### src/rtl/apb_regbank_completer.sv
// apb_regbank_completer
// APB4 completer that fronts a bank of NUM_REGS registers, each DATA_WIDTH
// bits wide. It tracks the SETUP/ACCESS phases, inserts a programmable
// number of wait states, merges byte strobes on writes, and reports errors
// on PSLVERR (misaligned or out-of-range addresses, writes to read-only
// registers, privileged registers accessed without pprot[0], reads that
// carry strobes).
//
// Ports:
//   pclk     in   APB clock
//   presetn  in   asynchronous active-low reset
//   psel     in   completer select
//   penable  in   access-phase indicator
//   pwrite   in   1 = write, 0 = read
//   paddr    in   byte address [ADDR_WIDTH]
//   pwdata   in   write data [DATA_WIDTH]
//   pstrb    in   write byte strobes [DATA_WIDTH/8]
//   pprot    in   protection type [3]
//   prdata   out  read data [DATA_WIDTH], registered, zero when idle
//   pready   out  transfer completion, registered
//   pslverr  out  transfer error, registered
//
// Optional build macro APB_REGBANK_WSCFG_EN: register NUM_REGS-1 becomes a
// wait-state configuration register. Its bits [3:0] set the wait count of
// every following transfer, upper bits read as zero, it ignores RO_MASK and
// it resets to WAIT_STATES.
//
// state | meaning
// ------+---------------------------------------------------------------
// IDLE  | no transfer; a setup phase captures the request
// WAIT  | access phase, pready low while cnt counts down to 1
// DONE  | pready high for one cycle; write committed at the end of it

module apb_regbank_completer #(
    parameter int                    DATA_WIDTH  = 32,
    parameter int                    ADDR_WIDTH  = 8,
    parameter int                    NUM_REGS    = 16,
    parameter int                    WAIT_STATES = 0,
    parameter logic [NUM_REGS-1:0]   RO_MASK     = '0,
    parameter logic [NUM_REGS-1:0]   PRIV_MASK   = '0,
    parameter logic [DATA_WIDTH-1:0] RESET_VAL   = '0
) (
    input  logic                    pclk,
    input  logic                    presetn,
    input  logic                    psel,
    input  logic                    penable,
    input  logic                    pwrite,
    input  logic [ADDR_WIDTH-1:0]   paddr,
    input  logic [DATA_WIDTH-1:0]   pwdata,
    input  logic [DATA_WIDTH/8-1:0] pstrb,
    input  logic [2:0]              pprot,
    output logic [DATA_WIDTH-1:0]   prdata,
    output logic                    pready,
    output logic                    pslverr
);

    localparam int STRB_W  = DATA_WIDTH / 8;
    localparam int ALIGN   = $clog2(STRB_W);
    localparam int IDX_W   = ADDR_WIDTH - ALIGN;
    localparam int REG_IW  = (NUM_REGS > 1) ? $clog2(NUM_REGS) : 1;
    localparam int CFG_IDX = NUM_REGS - 1;
    localparam logic [ADDR_WIDTH-1:0] ALIGN_MASK = ADDR_WIDTH'((1 << ALIGN) - 1);

`ifdef APB_REGBANK_WSCFG_EN
    // The configuration register stays writable whatever RO_MASK says.
    localparam logic [NUM_REGS-1:0] RO_EFF = RO_MASK & ~(NUM_REGS'(1) << CFG_IDX);
`else
    localparam logic [NUM_REGS-1:0] RO_EFF = RO_MASK;
`endif

    typedef enum logic [1:0] {
        IDLE = 2'd0,
        WAIT = 2'd1,
        DONE = 2'd2
    } stateType;

    stateType              state;
    logic [3:0]            cnt;
    logic [REG_IW-1:0]     regIdxQ;
    logic                  writeQ;
    logic                  errQ;
    logic [DATA_WIDTH-1:0] wdataQ;
    logic [STRB_W-1:0]     strbQ;
    logic [DATA_WIDTH-1:0] regs [NUM_REGS];

    logic [IDX_W-1:0]      setupIdx;
    logic [REG_IW-1:0]     setupRegIdx;
    logic                  inRange;
    logic                  misaligned;
    logic                  roHit;
    logic                  privHit;
    logic                  setupErr;
    logic [3:0]            waitLoad;
    logic                  accessLive;
    logic [DATA_WIDTH-1:0] mergedWord;
    logic                  unusedProt;

    assign unusedProt  = ^pprot[2:1];

    assign setupIdx    = paddr[ADDR_WIDTH-1:ALIGN];
    assign setupRegIdx = setupIdx[REG_IW-1:0];
    assign inRange     = 32'(setupIdx) < NUM_REGS;
    assign misaligned  = |(paddr & ALIGN_MASK);
    // Mask lookups only matter when the index is in range.
    assign roHit       = inRange && RO_EFF[setupRegIdx];
    assign privHit     = inRange && PRIV_MASK[setupRegIdx] && !pprot[0];
    assign setupErr    = misaligned || !inRange || (pwrite && roHit) || privHit ||
                         (!pwrite && (|pstrb));
    assign accessLive  = psel && penable;

`ifdef APB_REGBANK_WSCFG_EN
    assign waitLoad = regs[CFG_IDX][3:0];
`else
    assign waitLoad = 4'(WAIT_STATES);
`endif

    always_comb begin
        mergedWord = regs[regIdxQ];
        for (int b = 0; b < STRB_W; b++) begin
            if (strbQ[b]) begin
                mergedWord[8*b +: 8] = wdataQ[8*b +: 8];
            end
        end
`ifdef APB_REGBANK_WSCFG_EN
        if (32'(regIdxQ) == CFG_IDX) begin
            mergedWord[DATA_WIDTH-1:4] = '0;
        end
`endif
    end

    always_ff @(posedge pclk or negedge presetn) begin
        if (!presetn) begin
            state   <= IDLE;
            cnt     <= 4'd0;
            regIdxQ <= '0;
            writeQ  <= 1'b0;
            errQ    <= 1'b0;
            wdataQ  <= '0;
            strbQ   <= '0;
            prdata  <= '0;
            pready  <= 1'b0;
            pslverr <= 1'b0;
            for (int i = 0; i < NUM_REGS; i++) begin
                regs[i] <= RESET_VAL;
            end
`ifdef APB_REGBANK_WSCFG_EN
            regs[CFG_IDX] <= DATA_WIDTH'(WAIT_STATES);
`endif
        end else begin
            case (state)
                IDLE: begin
                    prdata  <= '0;
                    pready  <= 1'b0;
                    pslverr <= 1'b0;
                    // An access phase without a preceding setup is ignored.
                    if (psel && !penable) begin
                        regIdxQ <= setupRegIdx;
                        writeQ  <= pwrite;
                        errQ    <= setupErr;
                        wdataQ  <= pwdata;
                        strbQ   <= pstrb;
                        cnt     <= waitLoad;
                        if (waitLoad != 4'd0) begin
                            state <= WAIT;
                        end else begin
                            // Outputs are registered, so the response is
                            // loaded here to be visible in the first access cycle.
                            state   <= DONE;
                            pready  <= 1'b1;
                            pslverr <= setupErr;
                            prdata  <= (!pwrite && !setupErr) ? regs[setupRegIdx] : '0;
                        end
                    end
                end
                WAIT: begin
                    if (!accessLive) begin
                        state <= IDLE;
                        cnt   <= 4'd0;
                    end else begin
                        cnt <= cnt - 4'd1;
                        if (cnt == 4'd1) begin
                            state   <= DONE;
                            pready  <= 1'b1;
                            pslverr <= errQ;
                            prdata  <= (!writeQ && !errQ) ? regs[regIdxQ] : '0;
                        end
                    end
                end
                DONE: begin
                    state   <= IDLE;
                    prdata  <= '0;
                    pready  <= 1'b0;
                    pslverr <= 1'b0;
                    if (accessLive && writeQ && !errQ) begin
                        regs[regIdxQ] <= mergedWord;
                    end
                end
                default: begin
                    state   <= IDLE;
                    prdata  <= '0;
                    pready  <= 1'b0;
                    pslverr <= 1'b0;
                end
            endcase
        end
    end

endmodule

### config.mk
export PLATFORM = sky130hd
export DESIGN_NAME = apb_regbank_completer
export DESIGN_NICKNAME = d
export VERILOG_FILES = /design/src/rtl/apb_regbank_completer.sv
export SDC_FILE = /design/constraint.sdc
export NUM_CORES = 1
export LEC_CHECK = 0
export ABC_AREA = 1
export BUFFER_PORTS_ARGS = -buffer_cell sky130_fd_sc_hd__buf_2
export CELL_PAD_IN_SITES_DETAIL_PLACEMENT = 2
export CELL_PAD_IN_SITES_GLOBAL_PLACEMENT = 2
export CORE_ASPECT_RATIO = 1.25
export CORE_UTILIZATION = 30
export DETAILED_ROUTE_END_ITERATION = 16
export PLACE_DENSITY = 0.76
export SYNTH_ARGS = -nofsm -noshare
export SYNTH_HDL_FRONTEND = slang
export SYNTH_SLANG_ARGS = --single-unit
### constraint.sdc
create_clock -name pclk -period 2.5 [get_ports pclk]
set_input_delay 0 -clock pclk [delete_from_list [all_inputs] [get_ports pclk]]
set_output_delay 0 -clock pclk [all_outputs]
set_load 0.005 [all_outputs]
# --- After elaboration in Yosys (flattened, before gate mapping) ---
# Memories as Yosys holds them, arrays and structs flattened.
# Index checks and enable logic that the tools add are counted.
op_classes:
  addsub: 1
  mul: 0
  div_mod_pow: 0
  magnitude_cmp: 5
  eq_ne: 7
  shift: 0
  n_mux: 35
  bitwise: 2
  reduce_logical: 31
ops:
  columns: ["operator", "n"]
  rows:
  - ["bitwise mux 512 bit", 1]
  - ["two-way mux 32 bit", 10]
  - ["binary-select mux 32 bit (select 4 bit)", 2]
  - ["demux 32 bit (select 4 bit)", 1]
  - ["case mux 32 bit (2 select lines)", 1]
  - ["two-way mux 8 bit", 4]
  - ["logical AND 1 bit", 11]
  - ["greater-or-equal comparator 5 bit (second input constant)", 2]
  - ["NOT 4 -> 5 bit", 2]
  - ["AND reduction 2 bit", 5]
  - ["two-way mux 4 bit", 2]
  - ["case mux 4 bit (2 select lines)", 1]
  - ["logical NOT 1 bit", 7]
  - ["two-way mux 1 bit", 7]
  - ["< comparator 6 x 5 -> 1 bit (second input constant)", 1]
  - ["two-way mux 2 bit", 3]
  - ["!= test 2 bit (second input constant)", 3]
  - ["< comparator 4 x 5 -> 1 bit (second input constant)", 1]
  - ["< comparator 5 x 1 -> 1 bit (second input constant)", 1]
  - ["== test 4 x 1 -> 1 bit (second input constant)", 1]
  - ["logical OR 1 bit", 4]
  - ["case mux 1 bit (2 select lines)", 2]
  - ["case mux 2 bit (2 select lines)", 1]
  - ["OR reduction 4 bit", 1]
  - ["7 further kinds", 7]
totals:
  regBits: 594
  latch_bits: 0
  mem_bits_rw: 0
  rom_bits: 16
  input_bits: 52
  mem_count: 1
mem_list:
  columns: ["memory", "words", "width", "rd", "rd_clocked_by_memory_dff", "write_ports", "line", "text"]
  rows:
  - ["(no name shown)", 16, 1, 1, 0, 0, "106", "assign privHit = inRange && PRIV_MASK[setupRegIdx] && !pprot[0];"]

# --- Depth between registers and ports, before layout ---
logic_depth:
  word_depth: 12
  mapped_depth: 14

# --- Worst setup path after synthesis ---
# No wires, ideal clock.
synth_path:
  path_type: "register -> register"
  from: "register regIdxQ[1]"
  to: "register regs[493] (netlist bit)"
  setup_time_ps: 66
  arrival_ps: 1665
  t_required_ps: 2434
  setup_slack_ps: 769
  stages_incl_launch_ff: 12
  n_path_buf: 4
  path_cell_list: "dfrtp_1 buf_4 inv_2 buf_2 buf_1 nand2_1 nand2_1 a21oi_1 nand2_2 buf_2 nand3_1 nand2_1"
synth_between:
  elab_chain_cells: 6
synth_rtl:
  columns: ["element", "line", "text"]
  rows:
  - ["start, declared", "79", "logic [REG_IW-1:0] regIdxQ;"]
  - ["start signal, assigned", "157", "regIdxQ <= setupRegIdx;"]
  - ["NOT 4 -> 5 bit (implied by the code) *", "118, 195", null]
  - ["greater-or-equal comparator 5 bit (implied by the code) (tied with other cells)", "195", "regs[regIdxQ] <= mergedWord;"]
  - ["logical AND 1 bit (implied by the code) or two-way mux 32 bit (tied branches)", "195, 118", null]
  - ["two-way mux 32 bit, on equally long branches", "195, 118", null]
  - ["demux 32 bit (select 4 bit) or two-way mux 8 bit (tied branches)", "195, 120", null]
  - ["bitwise mux 512 bit *", "195", null]
  - ["end signal, assigned by index", "195", null]
  - ["end, declared", "84", "logic [DATA_WIDTH-1:0] regs [NUM_REGS];"]
# Mark *: on every way between the ends. The rest lies on a longest branch, timed or not. The select of a mux whose other input is x is not followed.
# A chain may end at the register's enable or synchronous reset.

# --- Worst setup path in the final report ---
layout_path:
  from: "register regIdxQ[1]"
  to: "register regs[294] (netlist bit)"
# Same word-level chain as after synthesis.

==> results_tabular.tex <==
\begin{tabular}{lr}
\hline
Metric & Value \\
\hline
\multicolumn{2}{l}{\textbf{Timing}} \\
\quad Setup ws final & roughly 130 ps \\
\quad Actual slew at the worst max-slew pin & approximately 840 ps \\
\quad Minimum period implied by the final worst setup slack & between 2000 and 2500 ps \\
\quad Count of final setup violators & 0 \\
\quad Max-slew violation total from the final report & 0 \\
\quad Number of hold violations in the final report & 0 \\
\quad Setup skew after layout & roughly 22 ps \\
\quad Post-route setup TNS & 0 ps \\
\quad Maximum clock rate & between 400 and 500 MHz \\
\quad Setup repair after global routing missed its margin & no \\
\quad Post-route fraction of the period consumed by the critical path & $\sim$95\% \\
\quad Slew margin rel. & between 40\% and 50\% \\
\multicolumn{2}{l}{\textbf{Synth}} \\
\quad Top cells by count, synth & sky130\_fd\_sc\_hd\_\_nand2\_1 (2477), sky130\_fd\_sc\_hd\_\_nand3\_1 (743), sky130\_fd\_sc\_hd\_\_dfrtp\_1 (589), sky130\_fd\_sc\_hd\_\_clkbuf\_1 (243), sky130\_fd\_sc\_hd\_\_a21oi\_1 (218) \\
\quad Primary flip-flop cell chosen by synthesis mapping & sky130\_fd\_sc\_hd\_\_dfrtp\_1 \\
\quad Post-synthesis cell type count & 22 \\
\quad Mean area per synthesized cell & 6.645 µm² \\
\quad Flip-flop and latch count after synthesis & approximately 600 \\
\quad Most numerous cell in the Yosys netlist & sky130\_fd\_sc\_hd\_\_nand2\_1 \\
\quad Fraction of post-synthesis cell area in the top cell type by area & 44.43\% \\
\quad Post-synthesis async set-or-reset flop share & 100.0\% \\
\quad Portion of the post-synthesis area used by sequential elements & 44.43\% \\
\quad Cell type with the largest total area after synthesis & sky130\_fd\_sc\_hd\_\_dfrtp\_1 \\
\quad Count of flip-flops with a built-in enable after synthesis & 0 \\
\quad Area contributors post-synth & sky130\_fd\_sc\_hd\_\_dfrtp\_1 (44\%), sky130\_fd\_sc\_hd\_\_nand2\_1 (28\%), sky130\_fd\_sc\_hd\_\_nand3\_1 (11\%) \\
\quad Cells after Synth & 4992 \\
\quad Synthesis warning total & 0 \\
\quad Syn Nets & $\sim$5.0k \\
\quad Area of the mapped netlist & around 33000 µm² \\
\multicolumn{2}{l}{\textbf{Run}} \\
\quad Max cap viols & 0 \\
\multicolumn{2}{l}{\textbf{Global route}} \\
\quad Number of antenna violations at the first check in global routing & 4 \\
\quad Aggregate global routing overflow & 0 \\
\quad Number of global-route vias before repair & between 40k and 50k \\
\quad Global-route wire length before repair & 261.5 mm \\
\quad Total global-route track usage & 31.24\% \\
\quad Pin count of the biggest net entering global routing & slightly below 100 \\
\multicolumn{2}{l}{\textbf{Clock tree}} \\
\quad Number of H-tree levels & 3 \\
\quad Number of setup buffers added after CTS & 0 \\
\quad TritonCTS buffer count & 74 \\
\quad Clock Tree Root & sky130\_fd\_sc\_hd\_\_clkbuf\_16 \\
\quad Count of clock tree sinks & about 600 \\
\quad Maximum clock path buffer count & 3 \\
\quad TritonCTS clock tree & yes \\
\quad Clock Latency Late Sink & 650 ps \\
\quad CTS clock-pin slew for the worst setup and hold paths & 60 ps \\
\multicolumn{2}{l}{\textbf{Setup path}} \\
\quad Worst Path Class, Setup & flip-flop to flip-flop \\
\quad CP arrival & between 2000 and 3000 ps \\
\quad Cell class contributing the biggest share of worst-path delay & simple AND/OR/NAND/NOR gates \\
\quad Endpoint of the lowest-slack register-to-register path & regs[294] \\
\quad Critical path capture point & regs[294] \\
\quad Startpoint of the worst register-to-register path & regIdxQ[1] \\
\quad Nature of the critical path startpoint & flip-flop \\
\quad Cell depth of the worst flop-to-flop path & 9 \\
\quad Biggest cell delay along the critical path & about 590 ps \\
\quad Slowest stage cell on the critical path & sky130\_fd\_sc\_hd\_\_buf\_4 \\
\quad Endpoint class of the critical path & flip-flop \\
\quad Worst path most repeated cell & sky130\_fd\_sc\_hd\_\_nor2\_1 \\
\quad Slack of the worst reg-to-reg path & approximately 130 ps \\
\quad Data required time at the worst endpoint & approximately 3000 ps \\
\quad Number of gates on the worst path with buffers counted & 9 \\
\quad Beginning of the critical path & regIdxQ[1] \\
\quad Crit-path max FO & 37 \\
\quad Cells traversed along the worst timing path & buf\_4 -> nand3\_1 -> nand2\_1 -> nor2\_1 -> nor2\_1 -> nor2\_1 -> nand2\_2 -> nand3\_1 -> nand2\_1 \\
\quad Number of buffer and inverter instances along the worst setup path & 1 \\
\multicolumn{2}{l}{\textbf{Placement}} \\
\quad Worst slack, placed & roughly 180 ps \\
\quad Number of placed instances, taps included & between 6k and 7k \\
\quad Number of buffers added on ports & 82 \\
\quad Post-detailed-placement half-perimeter wirelength & 102.5 mm \\
\quad GPL Wtd Cong & around 0.81 \\
\multicolumn{2}{l}{\textbf{Floorplanning}} \\
\quad Count of standard-cell rows & between 100 and 150 \\
\quad Die area & 111900 µm² \\
\quad Initial Util & between 30\% and 40\% \\
\quad Core area & about 110000 µm² \\
\quad I/O pin count & 86 \\
\quad Die width & between 200 and 300 µm \\
\quad Vertical die dimension & 373.8 µm \\
\multicolumn{2}{l}{\textbf{Hold path}} \\
\quad HP Class & primary input to asynchronous set/reset pin \\
\multicolumn{2}{l}{\textbf{Layout}} \\
\quad Synthesis-to-finish area growth & 17.11\% \\
\quad Layout net count & about 5k \\
\quad Layout cell share with drive strength beyond 1 & 9.014\% \\
\quad Finished Layout Cells & between 6k and 7k \\
\quad End-of-flow core utilization & roughly 35\% \\
\multicolumn{2}{l}{\textbf{Route}} \\
\quad Count of antenna-violating nets left after detailed routing & 0 \\
\quad Vias after detailed routing & $\sim$37k \\
\quad Number of DRC violations after detailed routing & 0 \\
\quad Number of DRC violations after detailed-routing iteration 0 & around 2.9k \\
\quad Final wirelength & 175.1 mm \\
\quad Routed via count divided by cell count & 5.661 \\
\quad Wire length per cell & between 20 and 30 µm \\
\quad Initial DRT Pass Iterations & 7 \\
\multicolumn{2}{l}{\textbf{Power}} \\
\quad Ratio of total power to cell area & between 600 and 700 nW/µm² \\
\quad Worst IR Drop VDD & 434.1 µV \\
\quad Leak & $\sim$20 nW \\
\multicolumn{2}{l}{\textbf{Outcome}} \\
\quad Outcome & completed \\
\hline
\end{tabular}
-- cell families (layout without fill, tap and decap cells) --
logic type,Yosys count,after routing,synth area share [%]
AND/OR/NAND/NOR,3466,3466,42.36
buffers and inverters,526,593,6.657
flip-flops,589,589,44.43
AO/OA/AOI/OAI,411,411,6.552
other,0,1,0
-- through the flow --
step,instance area (µm²),power [mW],hold WS (ps)
finish,38850,25.57,17.18
global placement,35980,14.53,-80.02
detailed placement,35980,14.64,-79.77
floorplan,33170,12.39,-295.6
global route,38850,26.30,40.69
CTS,38830,25.68,2.460
-- where the power goes --
group / internal, mW / switching, mW / total [mW]
sequential: 9.81 / 0.222 / 10.0
combinational: 0.983 / 3.63 / 4.62
clock: 6.37 / 4.55 / 10.9
-- routing by layer --
| layer | global-route usage, % | share of wire, % | wire [µm] | vias to the layer above |
|---|---|---|---|---|
| li1 | - | - | - | 15830 |
| met1 | 37.31 | 40 | 69830 | 19240 |
| met2 | 53.17 | 48 | 84570 | 1274 |
| met3 | 4.303 | 5.5 | 9713 | 502 |
| met4 | 18.57 | 6.3 | 11020 | 0 |
| met5 | 0 | 0 | 0 | - |
-- area by class of cell --
| class | instances | area, µm² |
|---|---|---|
| timing repair buffer | 311 | 2954 |
| fill | 13120 | 70910 |
| tap | 1449 | 1813 |
| clock buffer | 116 | 2255 |
| antenna | 1 | 2.502 |
| clock inverter | 13 | 126.4 |
| inverter | 153 | 591.8 |
| multi-input combinational | 3877 | 16360 |
| sequential | 589 | 14750 |
-- layout by cell type (no fill, tap or decap), types with 3 or more instances in the layout --
master	instances
sky130_fd_sc_hd__nand2_1	2475
sky130_fd_sc_hd__nand3_1	743
sky130_fd_sc_hd__dfrtp_1	587
sky130_fd_sc_hd__a21oi_1	218
sky130_fd_sc_hd__nor2_1	191
sky130_fd_sc_hd__buf_4	131
sky130_fd_sc_hd__inv_1	128
sky130_fd_sc_hd__o21ai_0	124
sky130_fd_sc_hd__clkbuf_16	78
sky130_fd_sc_hd__buf_2	78
sky130_fd_sc_hd__buf_12	53
sky130_fd_sc_hd__a22oi_1	45
sky130_fd_sc_hd__dlygate4sd3_1	45
sky130_fd_sc_hd__nand2_2	34
sky130_fd_sc_hd__o21ai_1	23
sky130_fd_sc_hd__clkbuf_1	22
sky130_fd_sc_hd__inv_2	19
sky130_fd_sc_hd__nor2_4	19
sky130_fd_sc_hd__clkbuf_8	16
sky130_fd_sc_hd__clkinv_2	10
sky130_fd_sc_hd__inv_4	3
-- worst min-delay path by stage --
stage / start / to / slack [ps] / cells past startpoint
after floorplan: presetn / errQ / -300 / 0
after global placement: presetn / regs[58] / -80 / 1
after detailed placement: presetn / regs[26] / -80 / 1
after CTS: presetn / regs[339] / 2 / 3
after global routing: presetn / regs[339] / 40 / 3
final: presetn / regs[339] / 20 / 3
-- worst register-to-register path, cell delays in order (launching register included) --
cell	delay, ps
sky130_fd_sc_hd__dfrtp_4	580
sky130_fd_sc_hd__buf_4	600
sky130_fd_sc_hd__nand3_1	170
sky130_fd_sc_hd__nand2_1	110
sky130_fd_sc_hd__nor2_1	50
sky130_fd_sc_hd__nor2_1	160
sky130_fd_sc_hd__nor2_1	90
sky130_fd_sc_hd__nand2_2	320
sky130_fd_sc_hd__nand3_1	130
sky130_fd_sc_hd__nand2_1	100
-- what timing repair did --
item,in CTS,in global routing
endpoints found under the hold margin,653,0
setup endpoints to repair,0,24
hold buffers,46,0
gates resized for setup,0,4
-- state kept, by name, indices dropped and copies added, names as in the netlist --
name,cells
regs,512
prdata,32
wdataQ,32
regIdxQ,4
strbQ,4
errQ,1
pready,1
pslverr,1
state,1
writeQ,1
Note: power is estimated with default switching activity, not from simulation.
